[config.mk]
export PLATFORM = sky130hd
export DESIGN_NAME = syn_pipe_ctl
export DESIGN_NICKNAME = d
export VERILOG_FILES = /design/src/rtl/syn_pipe_ctl_pkg.sv /design/src/rtl/syn_pipe_ctl_hazard.sv /design/src/rtl/syn_pipe_ctl.sv
export SDC_FILE = /design/constraint.sdc
export NUM_CORES = 1
export LEC_CHECK = 0
export CORE_MARGIN = 4
export CORE_UTILIZATION = 34
export DETAILED_ROUTE_END_ITERATION = 6
export PLACE_DENSITY = 0.84
export SLEW_MARGIN = 5
export SYNTH_ARGS = -nofsm -noshare
export SYNTH_HDL_FRONTEND = slang
export SYNTH_SLANG_ARGS = --single-unit
[constraint.sdc]
create_clock -name clk -period 3.95 [get_ports clk]
set_input_delay 0.395 -clock clk [delete_from_list [all_inputs] [get_ports clk]]
set_output_delay 0.395 -clock clk [all_outputs]
set_load 0.02 [all_outputs]
[src/rtl/syn_pipe_ctl_pkg.sv]
// Shared pipeline-control definitions: datapath mux selects, field widths, FSM encodings.
// Latency: n/a (types and constants only).
// Backpressure: n/a.
package syn_pipe_ctl_pkg;

   // Datapath widths
   localparam int REG_BIT   = 5;
   localparam int STATE_BIT = 2;

   // PC source mux selects used by the fetch stage
   localparam logic [1:0] MUX_PC_SEQ = 2'd0;
   localparam logic [1:0] MUX_PC_BR  = 2'd1;
   localparam logic [1:0] MUX_PC_JR  = 2'd2;

   // Cycles from halt detection in EX until the halting instruction leaves WB
   localparam int PIPE_CTL_DRAIN_DEFAULT = 3;

   typedef enum logic [STATE_BIT-1:0] {
      ST_RUN    = 2'd0,
      ST_DRAIN  = 2'd1,
      ST_HALTED = 2'd2
   } pipe_state_e;

endpackage

[src/rtl/syn_pipe_ctl_hazard.sv]
// Load-use hazard detector: ID source register matches a pending load destination in EX.
// Latency: purely combinational, zero cycles.
// Backpressure: none; the result feeds the stall logic in syn_pipe_ctl.
// Ports: id_rs/id_rt + use flags (ID operands), ex_load/ex_w_en/ex_req_w (EX writer), load_use (out).
module cmb_hazard_detect
   import syn_pipe_ctl_pkg::*;
(
   input  logic [REG_BIT-1:0] id_rs,
   input  logic [REG_BIT-1:0] id_rt,
   input  logic               id_use_rs,
   input  logic               id_use_rt,
   input  logic               ex_load,
   input  logic               ex_w_en,
   input  logic [REG_BIT-1:0] ex_req_w,
   output logic               load_use
);

   // r0 is hardwired to zero, so a load targeting it never creates a dependency
   assign load_use = ex_load && ex_w_en && (ex_req_w != '0) &&
                     ((id_use_rs && (id_rs == ex_req_w)) ||
                      (id_use_rt && (id_rt == ex_req_w)));

endmodule

[src/rtl/syn_pipe_ctl.sv]
// Five-stage pipeline controller: stage enables, flush/stall bubbles, halt drain, single-step.
// Latency: enables/clears combinational from state+inputs; halted registered (1 cycle).
// Backpressure: en low or no step pulse freezes all state and drops every stage enable.
// Ports: clk, rst_n, en, step_mode, step, ID/EX hazard inputs, load_pc, halt_ex ->
//        per-stage enables, if_id_clr_n/id_ex_clr_n, halted, stall_cnt, flush_cnt.
// Build option: PIPE_CTL_PERF_CNT_EN enables the stall/flush counters (tied to 0 otherwise).
module syn_pipe_ctl
   import syn_pipe_ctl_pkg::*;
#(
   parameter int CNT_BIT   = 16,
   parameter int DRAIN_CYC = PIPE_CTL_DRAIN_DEFAULT
)
(
   input  logic               clk,
   input  logic               rst_n,
   input  logic               en,
   input  logic               step_mode,
   input  logic               step,
   input  logic [4:0]         id_rs,
   input  logic [4:0]         id_rt,
   input  logic               id_use_rs,
   input  logic               id_use_rt,
   input  logic               ex_load,
   input  logic               ex_w_en,
   input  logic [4:0]         ex_req_w,
   input  logic               load_pc,
   input  logic               halt_ex,
   output logic               pc_en,
   output logic               if_id_en,
   output logic               id_ex_en,
   output logic               ex_dm_en,
   output logic               dm_wb_en,
   output logic               if_id_clr_n,
   output logic               id_ex_clr_n,
   output logic               halted,
   output logic [CNT_BIT-1:0] stall_cnt,
   output logic [CNT_BIT-1:0] flush_cnt
);

   localparam int DRAIN_BIT = (DRAIN_CYC > 1) ? $clog2(DRAIN_CYC) : 1;
   localparam logic [DRAIN_BIT-1:0] DRAIN_LOAD = DRAIN_BIT'(DRAIN_CYC - 1);

   pipe_state_e          state_q, state_d;
   logic [DRAIN_BIT-1:0] drain_cnt_q, drain_cnt_d;
   logic                 step_q, step_d;
   logic                 step_dly_q, step_dly_d;
   logic                 halted_q, halted_d;
   logic                 load_use;
   logic                 adv;
   logic                 do_stall;
   logic                 do_flush;

   cmb_hazard_detect u_hazard (
      .id_rs     (id_rs),
      .id_rt     (id_rt),
      .id_use_rs (id_use_rs),
      .id_use_rt (id_use_rt),
      .ex_load   (ex_load),
      .ex_w_en   (ex_w_en),
      .ex_req_w  (ex_req_w),
      .load_use  (load_use)
   );

   // step_q is a one-cycle pulse per rising edge of step, so a held step advances once
   assign adv = en && (!step_mode || step_q);

   always_comb begin
      pc_en       = 1'b0;
      if_id_en    = 1'b0;
      id_ex_en    = 1'b0;
      ex_dm_en    = 1'b0;
      dm_wb_en    = 1'b0;
      if_id_clr_n = 1'b1;
      id_ex_clr_n = 1'b1;
      do_stall    = 1'b0;
      do_flush    = 1'b0;
      state_d     = state_q;
      drain_cnt_d = drain_cnt_q;
      step_d      = en ? (step && !step_dly_q) : step_q;
      step_dly_d  = en ? step : step_dly_q;

      if (adv) begin
         case (state_q)
            ST_RUN: begin
               if (halt_ex) begin
                  // Freeze fetch/decode, let the halting instruction move on behind a bubble
                  id_ex_en    = 1'b1;
                  ex_dm_en    = 1'b1;
                  dm_wb_en    = 1'b1;
                  id_ex_clr_n = 1'b0;
                  state_d     = ST_DRAIN;
                  drain_cnt_d = DRAIN_LOAD;
               end else if (load_pc) begin
                  // Flush wins over load-use: the dependent instruction is squashed anyway
                  {pc_en, if_id_en, id_ex_en, ex_dm_en, dm_wb_en} = 5'b11111;
                  if_id_clr_n = 1'b0;
                  id_ex_clr_n = 1'b0;
                  do_flush    = 1'b1;
               end else if (load_use) begin
                  id_ex_en    = 1'b1;
                  ex_dm_en    = 1'b1;
                  dm_wb_en    = 1'b1;
                  id_ex_clr_n = 1'b0;
                  do_stall    = 1'b1;
               end else begin
                  {pc_en, if_id_en, id_ex_en, ex_dm_en, dm_wb_en} = 5'b11111;
               end
            end
            ST_DRAIN: begin
               id_ex_en    = 1'b1;
               ex_dm_en    = 1'b1;
               dm_wb_en    = 1'b1;
               id_ex_clr_n = 1'b0;
               if (drain_cnt_q == '0) begin
                  state_d = ST_HALTED;
               end else begin
                  drain_cnt_d = drain_cnt_q - 1'b1;
               end
            end
            ST_HALTED: begin
            end
            default: state_d = ST_RUN;
         endcase
      end

      halted_d = (state_d == ST_HALTED);
   end

   always_ff @(posedge clk or negedge rst_n) begin
      if (!rst_n) begin
         state_q     <= ST_RUN;
         drain_cnt_q <= '0;
         step_q      <= 1'b0;
         step_dly_q  <= 1'b0;
         halted_q    <= 1'b0;
      end else begin
         state_q     <= state_d;
         drain_cnt_q <= drain_cnt_d;
         step_q      <= step_d;
         step_dly_q  <= step_dly_d;
         halted_q    <= halted_d;
      end
   end

   assign halted = halted_q;

`ifdef PIPE_CTL_PERF_CNT_EN
   logic [CNT_BIT-1:0] stall_cnt_q, stall_cnt_d;
   logic [CNT_BIT-1:0] flush_cnt_q, flush_cnt_d;

   // Saturating: a pegged counter means "at least this many", never a small wrapped value
   always_comb begin
      stall_cnt_d = stall_cnt_q;
      flush_cnt_d = flush_cnt_q;
      if (do_stall && !(&stall_cnt_q)) stall_cnt_d = stall_cnt_q + 1'b1;
      if (do_flush && !(&flush_cnt_q)) flush_cnt_d = flush_cnt_q + 1'b1;
   end

   always_ff @(posedge clk or negedge rst_n) begin
      if (!rst_n) begin
         stall_cnt_q <= '0;
         flush_cnt_q <= '0;
      end else begin
         stall_cnt_q <= stall_cnt_d;
         flush_cnt_q <= flush_cnt_d;
      end
   end

   assign stall_cnt = stall_cnt_q;
   assign flush_cnt = flush_cnt_q;
`else
   logic unused_perf;
   assign unused_perf = do_stall ^ do_flush;
   assign stall_cnt   = '0;
   assign flush_cnt   = '0;
`endif

endmodule
# Yosys cells after proc, flatten, opt, wreduce, memory -nomap -nowiden
# Index checks and enable logic that the tools add are counted.
# totals
ff_bits,7
input_bits,26
output_inout_bits,40
# classes
n_reduce_logical,17
addsub,1
eq_ne,7
muxes,22
# op_table
operator,n
1-bit 2-to-1 mux,14
5-bit == test,2
2-bit 2-to-1 mux,5
1-bit logical AND,7
2-bit case mux with 3 select lines,1
5-bit nonzero test,1
2-bit == test (second input constant),2
2-bit zero test,2
2-bit inequality test (second input constant),2
2-bit case mux with 2 select lines,1
4-bit AND reduction,1
2-bit by 1-bit == test with 1-bit output (second input constant),1
1-bit zero test,2
1-bit logical OR,2
1-bit case mux with 2 select lines,1
2-bit nonzero test,1
2-bit OR reduction,1
2-bit by 1-bit subtractor with 2-bit output (second input constant),1

# Logic depth before layout (Yosys ltp)
# Gate-level depths: netlist of run 1.
# depth
depth_word,9
mapped_depth,5

# Modules after synthesis
# A second synthesis of run 1 with hierarchy kept.
# hier_totals
cells_unflattened,95
area_unflattened_um2,789.5
# modules_own_cells
mod,area_per_inst_um2,instances,cells_per_inst,seq_area_each_um2
syn_pipe_ctl,654.4,1,78,175.2
cmb_hazard_detect,135.1,1,17,0.0

# Worst setup path after synthesis of run 1
# No wires, ideal clock.
# synth_timing
path_type,input-to-output
start,input ex_req_w[1]
end,output pc_en
arrival_time_ps,1741
path_stages,5
setup_slack_ps,1814
cell_sequence,or4_1 > nor2_2 > nor2_1 > a31oi_1 > buf_4
# synth_via
elab_chain_len,9
elab_cells_between_ends,13
classes_between,eq/ne: 2; mux: 5; reduce/logical: 6
# synth_lines
item,line,text
from (decl),syn_pipe_ctl.sv:25,"input logic [4:0] ex_req_w,"
"5-bit == test, on equally long branches","syn_pipe_ctl_hazard.sv:20, syn_pipe_ctl_hazard.sv:21",
"1-bit logical AND, on equally long branches","syn_pipe_ctl_hazard.sv:20, syn_pipe_ctl_hazard.sv:21",
1-bit logical OR,syn_pipe_ctl_hazard.sv:20,((id_use_rs && (id_rs == ex_req_w)) ||
1-bit logical AND (*),syn_pipe_ctl_hazard.sv:19,assign load_use = ex_load && ex_w_en && (ex_req_w != '0) &&
1-bit 2-to-1 mux (*) (5 in a row),-,
to (decl),syn_pipe_ctl.sv:28,"output logic pc_en,"
# Mark *: on every way between the ends. The rest lies on a longest branch, timed or not.

# Final worst setup path of run 1
# layout_timing
start,input ex_req_w[1]
end,output if_id_en
# layout_via
elab_chain_len,9
elab_cells_between_ends,13
classes_between,eq/ne: 2; mux: 5; reduce/logical: 6
# layout_lines
item,line,text
"5-bit == test, on equally long branches","syn_pipe_ctl_hazard.sv:20, syn_pipe_ctl_hazard.sv:21",
"1-bit logical AND, on equally long branches","syn_pipe_ctl_hazard.sv:20, syn_pipe_ctl_hazard.sv:21",
1-bit logical OR,syn_pipe_ctl_hazard.sv:20,
1-bit logical AND (*),syn_pipe_ctl_hazard.sv:19,
1-bit 2-to-1 mux (*),syn_pipe_ctl.sv:99,end else if (load_use) begin
1-bit 2-to-1 mux (*),syn_pipe_ctl.sv:93,end else if (load_pc) begin
1-bit 2-to-1 mux (*),syn_pipe_ctl.sv:85,if (halt_ex) begin
1-bit 2-to-1 mux (*),syn_pipe_ctl.sv:83,case (state_q)
1-bit 2-to-1 mux (*),syn_pipe_ctl.sv:82,if (adv) begin
to (decl),syn_pipe_ctl.sv:29,"output logic if_id_en,"
# Marked as above.

==> flow_summary.yaml, run 1 <==
synth:
  synth_area_um2: 792
  synth_top_family_by_area: "buffers and inverters"
  synth-seq-cells: 7
  synth_warnings: 0
  synth_fa_ha_area_share_pct: 1.58
  yosys-mux-area-fraction_pct: 1.26
  seq_area_frac_synth_pct: 22.1
  yosysUniqueCellTypes: 26
  synthSimpleGateAreaFrac_pct: 12.3
  synth-xor-area-share_pct: 11.1
  avgSynthCellArea_um2: 8.08
  synth_compound_area_share_pct: 14.2
  syn-instance-count: 98
grt:
  use_met2_pct: 16.7
  grt_use_total_pct: 9.98
  use_met1_pct: 11.1
  grt_max_degree: 8
  grt_pass1_vias: 612
  antenna_found_initial: 0
  gr-max-usage-layer: "met2"
  overflow: 0
  use_met3_pct: 3.68
  grt_pass1_wl_um: 2570
flow_run:
  max-cap-violations: 0
finish:
  final_common_cell: "clkdlybuf4s50_1"
  fin_nets: 159
  most-common-layout-cells: "clkdlybuf4s50_1 (33), conb_1 (32), xnor2_1 (10)"
  layout-drive-gt1-share_pct: 4.58
  layout-area-overhead-vs-synth_pct: 31.0
  n_antenna_cell: 0
timing:
  setup_viol: 0
  fin_crit_ns: 2.85
  rsz0062_at_grt: "no"
  post-route-period-util_pct: 72.1
  skew_ns: 0.00597
  slew_violations: 0
  max_freq_mhz: 351
  hold_viol_final: 0
  fin_setup_tns_ns: 0
setup_path:
  crit_arrival_ns: 2.45
  cp_max_fo: 3
  worstSetupStartpointType: "primary input"
  worstSetupPathType: "in2out"
  ff2ff_path_depth: 5
  rr_startpoint: "drain_cnt_q[0]$_DFFE_PN0P_"
  crit_path_end_kind: "output port"
  worstPathRequired_ns: 3.56
  r2r_end: "drain_cnt_q[0]$_DFFE_PN0P_"
  startpoint: "ex_req_w[1]"
  crit_path_end: "if_id_en"
  rrSetupSlack_ns: 2.53
die:
  fp.dieW_um: 56.3
  initial_core_util_pct: 35.8
  num_rows: 17
  dieArea_um2: 3170
  pin_count: 66
  fp.dieH_um: 56.3
  core_area_um2: 2210
place:
  hpwl_um: 1510
  gp_congestion: 0.708
  io_buffer_count: 33
power:
  power.total_uw: 213
  leakagePower_uw: 0.000467
  p_per_area_nw_per_um2: 205
  ir_worst_vdd_uv: 106
routing:
  wire_per_inst_um: 10.5
  first_iter_violations: 10
  vias_per_cell: 4.21
  firstDrtPassIters: 4
  drc: 0
  postRouteAntennaNets: 0
  vias: 669
  wirelength_um: 1670
clock_tree:
  root_buffer: "clkbuf_4"
  cts.clk_slew.worst_paths_ns: 0.05
  cts_setup_buffers: 0
  cts_tree: "built"
  cts_buffers: 3
  cts_buffer_depth: 2
  cts_sinks: 7
  ctsHtreeMaxLevel: 1
  postCtsResizedCells: 0
  clk-insertion-delay-late_ns: 0.25
  ctsHoldBuffers: 0
run_status:
  status: "finished, final reports clean"
min_path:
  min_path_type: "in2async"
state kept, by name (all words and copies together), names as in the netlist:
| name | count |
|---|---|
| state_q | 2 |
| drain_cnt_q | 2 |
| step_dly_q | 1 |
| halted | 1 |
| step_q | 1 |
where the power goes:
part	internal, µW	switching [µW]
Combinational	31.4	43.4
Clock	38.4	24.1
Sequential	73.8	1.61
Total	144	69.2
how the worst min path moves through the flow:
| stage | endpoint | slack [ns] | depth (start not counted) |
|---|---|---|---|
| CTS | drain_cnt_q[1]$_DFFE_PN0P_ | 0.40 | 1 |
| global route | state_q[1]$_DFF_PN0_ | 0.42 | 1 |
| floorplan | drain_cnt_q[0]$_DFFE_PN0P_ | 0.1 | 0 |
| global placement | step_q$_DFFE_PN0P_ | 0.44 | 1 |
| finish | drain_cnt_q[0]$_DFFE_PN0P_ | 0.41 | 1 |
| detailed placement | step_q$_DFFE_PN0P_ | 0.44 | 1 |
synthesized netlist by cell type:
master | n | area, µm²
ha_1 | 1 | 12.5
o211ai_1 | 1 | 7.51
nor2b_1 | 2 | 12.5
o22ai_1 | 2 | 12.5
nor3_1 | 2 | 10.0
nor2_1 | 2 | 7.51
nand3_1 | 1 | 5.00
o211ai_2 | 1 | 12.5
dfrtp_1 | 7 | 175
xnor2_1 | 10 | 87.6
a32o_1 | 1 | 10.0
mux2i_1 | 1 | 10.0
or4_1 | 1 | 7.51
o221ai_1 | 1 | 8.76
nor2_2 | 1 | 6.26
inv_1 | 8 | 30.0
a21boi_0 | 1 | 7.51
conb_1 | 1 | 3.75
or2_2 | 1 | 6.26
a31oi_1 | 1 | 6.26
nand4_1 | 2 | 12.5
nand2_1 | 8 | 30.0
o21ai_0 | 3 | 15.0
buf_4 | 35 | 263
a22o_1 | 2 | 17.5
a22oi_1 | 2 | 15.0
kinds of logic (layout without fill, tap and decap cells):
kind of cell | count (synthesis) | after routing
xor gates and xnor gates | 10 | 10
AOI/OAI and AO/OA | 15 | 15
muxes | 1 | 1
DFF | 7 | 7
other | 1 | 32
adders and majority gates | 1 | 1
buffers and inverters | 43 | 45
and+or+nand+nor | 20 | 20
per-stage QoR:
step                      std cells  utilization [%]  instance area, µm²  worst slack (ns)  hold WS, ns
after CTS                       159             46.9                1040              1.09        0.405
after global routing            159             46.9                1040              1.00        0.416
after global placement          155             45.7                1010              1.13        0.436
after detailed placement        155             45.7                1010              1.10        0.444
final                           159             46.9                1040              1.10        0.411
after floorplan                 129                -                 908              1.81       0.0994
per-layer routing:
layer	share of wire [%]	vias up	wire, µm
met5	0	-	0
met4	1.1	0	19
met3	7.8	2	130
met2	56	33	937
met1	35	307	585
li1	-	327	-
worst max-delay path, stage by stage:
cell	delay, ns
clkdlybuf4s50_1	0.46
or4_1	0.56
nor2_2	0.12
nor2_1	0.05
a31oi_1	0.21
clkdlybuf4s50_1	0.65
cell type report:
type | instances | area (µm²)
fill | 226 | 1170
multi-input combinational | 79 | 440
timing repair buffer | 33 | 330
sequential | 7 | 175
tap | 28 | 35.0
inverter | 8 | 30.0
clock buffer | 4 | 26.3
(Power assumes the default switching activity.)
==> run 2, diff against run 1 <==
--- a/config.mk
+++ b/config.mk
@@ -6,9 +6,9 @@
 export NUM_CORES = 1
 export LEC_CHECK = 0
 export CORE_MARGIN = 4
-export CORE_UTILIZATION = 34
+export CORE_UTILIZATION = 29
 export DETAILED_ROUTE_END_ITERATION = 6
-export PLACE_DENSITY = 0.84
+export PLACE_DENSITY = 0.76
 export SLEW_MARGIN = 5
 export SYNTH_ARGS = -nofsm -noshare
 export SYNTH_HDL_FRONTEND = slang
==> constraint.sdc (replaced) <==
create_clock -name clk -period 2.4 [get_ports clk]
set_input_delay 0.24 -clock clk [delete_from_list [all_inputs] [get_ports clk]]
set_output_delay 0.24 -clock clk [all_outputs]
set_load 0.02 [all_outputs]
==> flow_summary.yaml, run 2 (synthesized netlist as in run 1, its figures left out) <==
die:
  fp.dieH_um: 60.3
  dieArea_um2: 3630
  fp.dieW_um: 60.3
  core_area_um2: 2540
  initial_core_util_pct: 31.1
  pin_count: 66
  num_rows: 18
finish:
  final_cells: 167
  fin_nets: 165
  final_util_pct: 42.5
  most-common-layout-cells: "conb_1 (32), clkdlybuf4s50_1 (30), xnor2_1 (10)"
  multiInputGateArea_um2: 440
  final_common_cell: "conb_1"
  n_fill_cell: 268
  layout-drive-gt1-share_pct: 8.76
  layout-area-overhead-vs-synth_pct: 36.5
  reg.largest.list: "drain_cnt_q: 2 flops, state_q: 2 flops"
  n_antenna_cell: 0
  register_area_um2: 175
grt:
  use_met3_pct: 2.16
  use_met2_pct: 17.6
  use_met1_pct: 9.11
  overflow: 0
  grt_max_degree: 8
  antenna_found_initial: 0
  grt_use_total_pct: 8.86
  grt_pass1_vias: 587
  grt_pass1_wl_um: 2440
  gr-max-usage-layer: "met2"
timing:
  post-route-period-util_pct: 89.5
  holdWs_ns: 0.248
  fin_crit_ns: 2.15
  setup_viol: 0
  skew_ns: 0.00176
  max_freq_mhz: 466
  fin_setup_tns_ns: 0
  hold_viol_final: 0
  slew_violations: 0
  rsz0062_at_grt: "no"
clock_tree:
  ctsHtreeMaxLevel: 1
  clk-insertion-delay-late_ns: 0.24
  cts_buffer_depth: 2
  cts_tree: "built"
  cts_sinks: 7
  root_buffer: "clkbuf_4"
  cts.clk_slew.worst_paths_ns: 0.05
  ctsHoldBuffers: 0
  cts_buffers: 3
setup_path:
  cp_max_fo: 2
  rrSetupSlack_ns: 1.02
  crit_chain: "clkdlybuf4s50_1 -> or4_1 -> nor2_2 -> nor2_1 -> a31oi_1 -> dlygate4sd2_1"
  rr_startpoint: "drain_cnt_q[0]$_DFFE_PN0P_"
  r2r_end: "drain_cnt_q[0]$_DFFE_PN0P_"
  worstPathRequired_ns: 2.16
  cp_slowest_cell: "or4_1"
  crit_path_end_kind: "output port"
  crit_arrival_ns: 1.91
  worstSetupStartpointType: "primary input"
  critical_path.max_stage_delay_ns: 0.54
  worstSetupPathType: "in2out"
  ff2ff_path_depth: 5
power:
  p_per_area_nw_per_um2: 332
  power.total_uw: 358
  ir_worst_vdd_uv: 268
  leakagePower_uw: 0.000504
routing:
  wirelength_um: 1720
  wire_per_inst_um: 10.3
  first_iter_violations: 10
  postRouteAntennaNets: 0
  drc: 0
  vias_per_cell: 3.94
  firstDrtPassIters: 4
  vias: 658
place:
  hpwl_um: 1590
  gp_congestion: 0.888
  dp_cells: 163
  io_buffer_count: 33
flow_run:
  max-cap-violations: 0
min_path:
  min_path_type: "in2async"
run_status:
  status: "finished, final reports clean"
## run 2: worst max-delay path, delay by kind of cell
kind | cells | cell delay [ns]
AOI/OAI and AO/OA | 1 | 0.19
buffers and inverters | 2 | 0.78
and+or+nand+nor | 3 | 0.70
## run 2: stage by stage
| step | setup WS (ns) | instance area (µm²) |
|---|---|---|
| after floorplan | 0.574 | 908 |
| after global placement | -0.0162 | 1060 |
| after detailed placement | -0.0401 | 1060 |
| after CTS | 0.256 | 1080 |
| after global routing | 0.147 | 1080 |
| final | 0.252 | 1080 |
## run 2: power breakdown
group	leakage (µW)	total (µW)	internal, µW	switching [µW]
combinational	0.000409	132	58.4	73.3
sequential	0.0000792	124	121	2.65
clock	0.0000150	103	63.2	39.4
## run 2: layout make-up
| type | count | share of cell area, % |
|---|---|---|
| clock buffers | 4 | 2.43 |
| inverters | 8 | 2.78 |
| multi-input cells | 79 | 40.7 |
| flip-flops and latches | 7 | 16.2 |
| well taps | 30 | 3.47 |
| repair buffers | 39 | 34.4 |
## run 2: repair_timing
action,4_1_cts,5_1_grt
resized for setup,3,0
setup buffers,0,0
setup endpoints to repair,3,0
## run 2: metal layers
| layer | share of wire (%) | up-vias | routed length [µm] |
|---|---|---|---|
| met2 | 58 | 26 | 996 |
| met1 | 35 | 294 | 598 |
| met3 | 7.3 | 0 | 125 |
| met4 | 0 | 0 | 0 |
| li1 | - | 338 | - |
| met5 | 0 | - | 0 |
## run 2: how the worst max path moves through the flow
| stage | start | end | slack (ns) |
|---|---|---|---|
| after floorplan | ex_req_w[1] | pc_en | 0.57 |
| after global placement | ex_req_w[1] | pc_en | -0.02 |
| after detailed placement | ex_req_w[1] | if_id_en | -0.04 |
| after CTS | ex_req_w[1] | if_id_en | 0.26 |
| after global routing | ex_req_w[1] | pc_en | 0.15 |
| final | ex_req_w[1] | if_id_en | 0.25 |
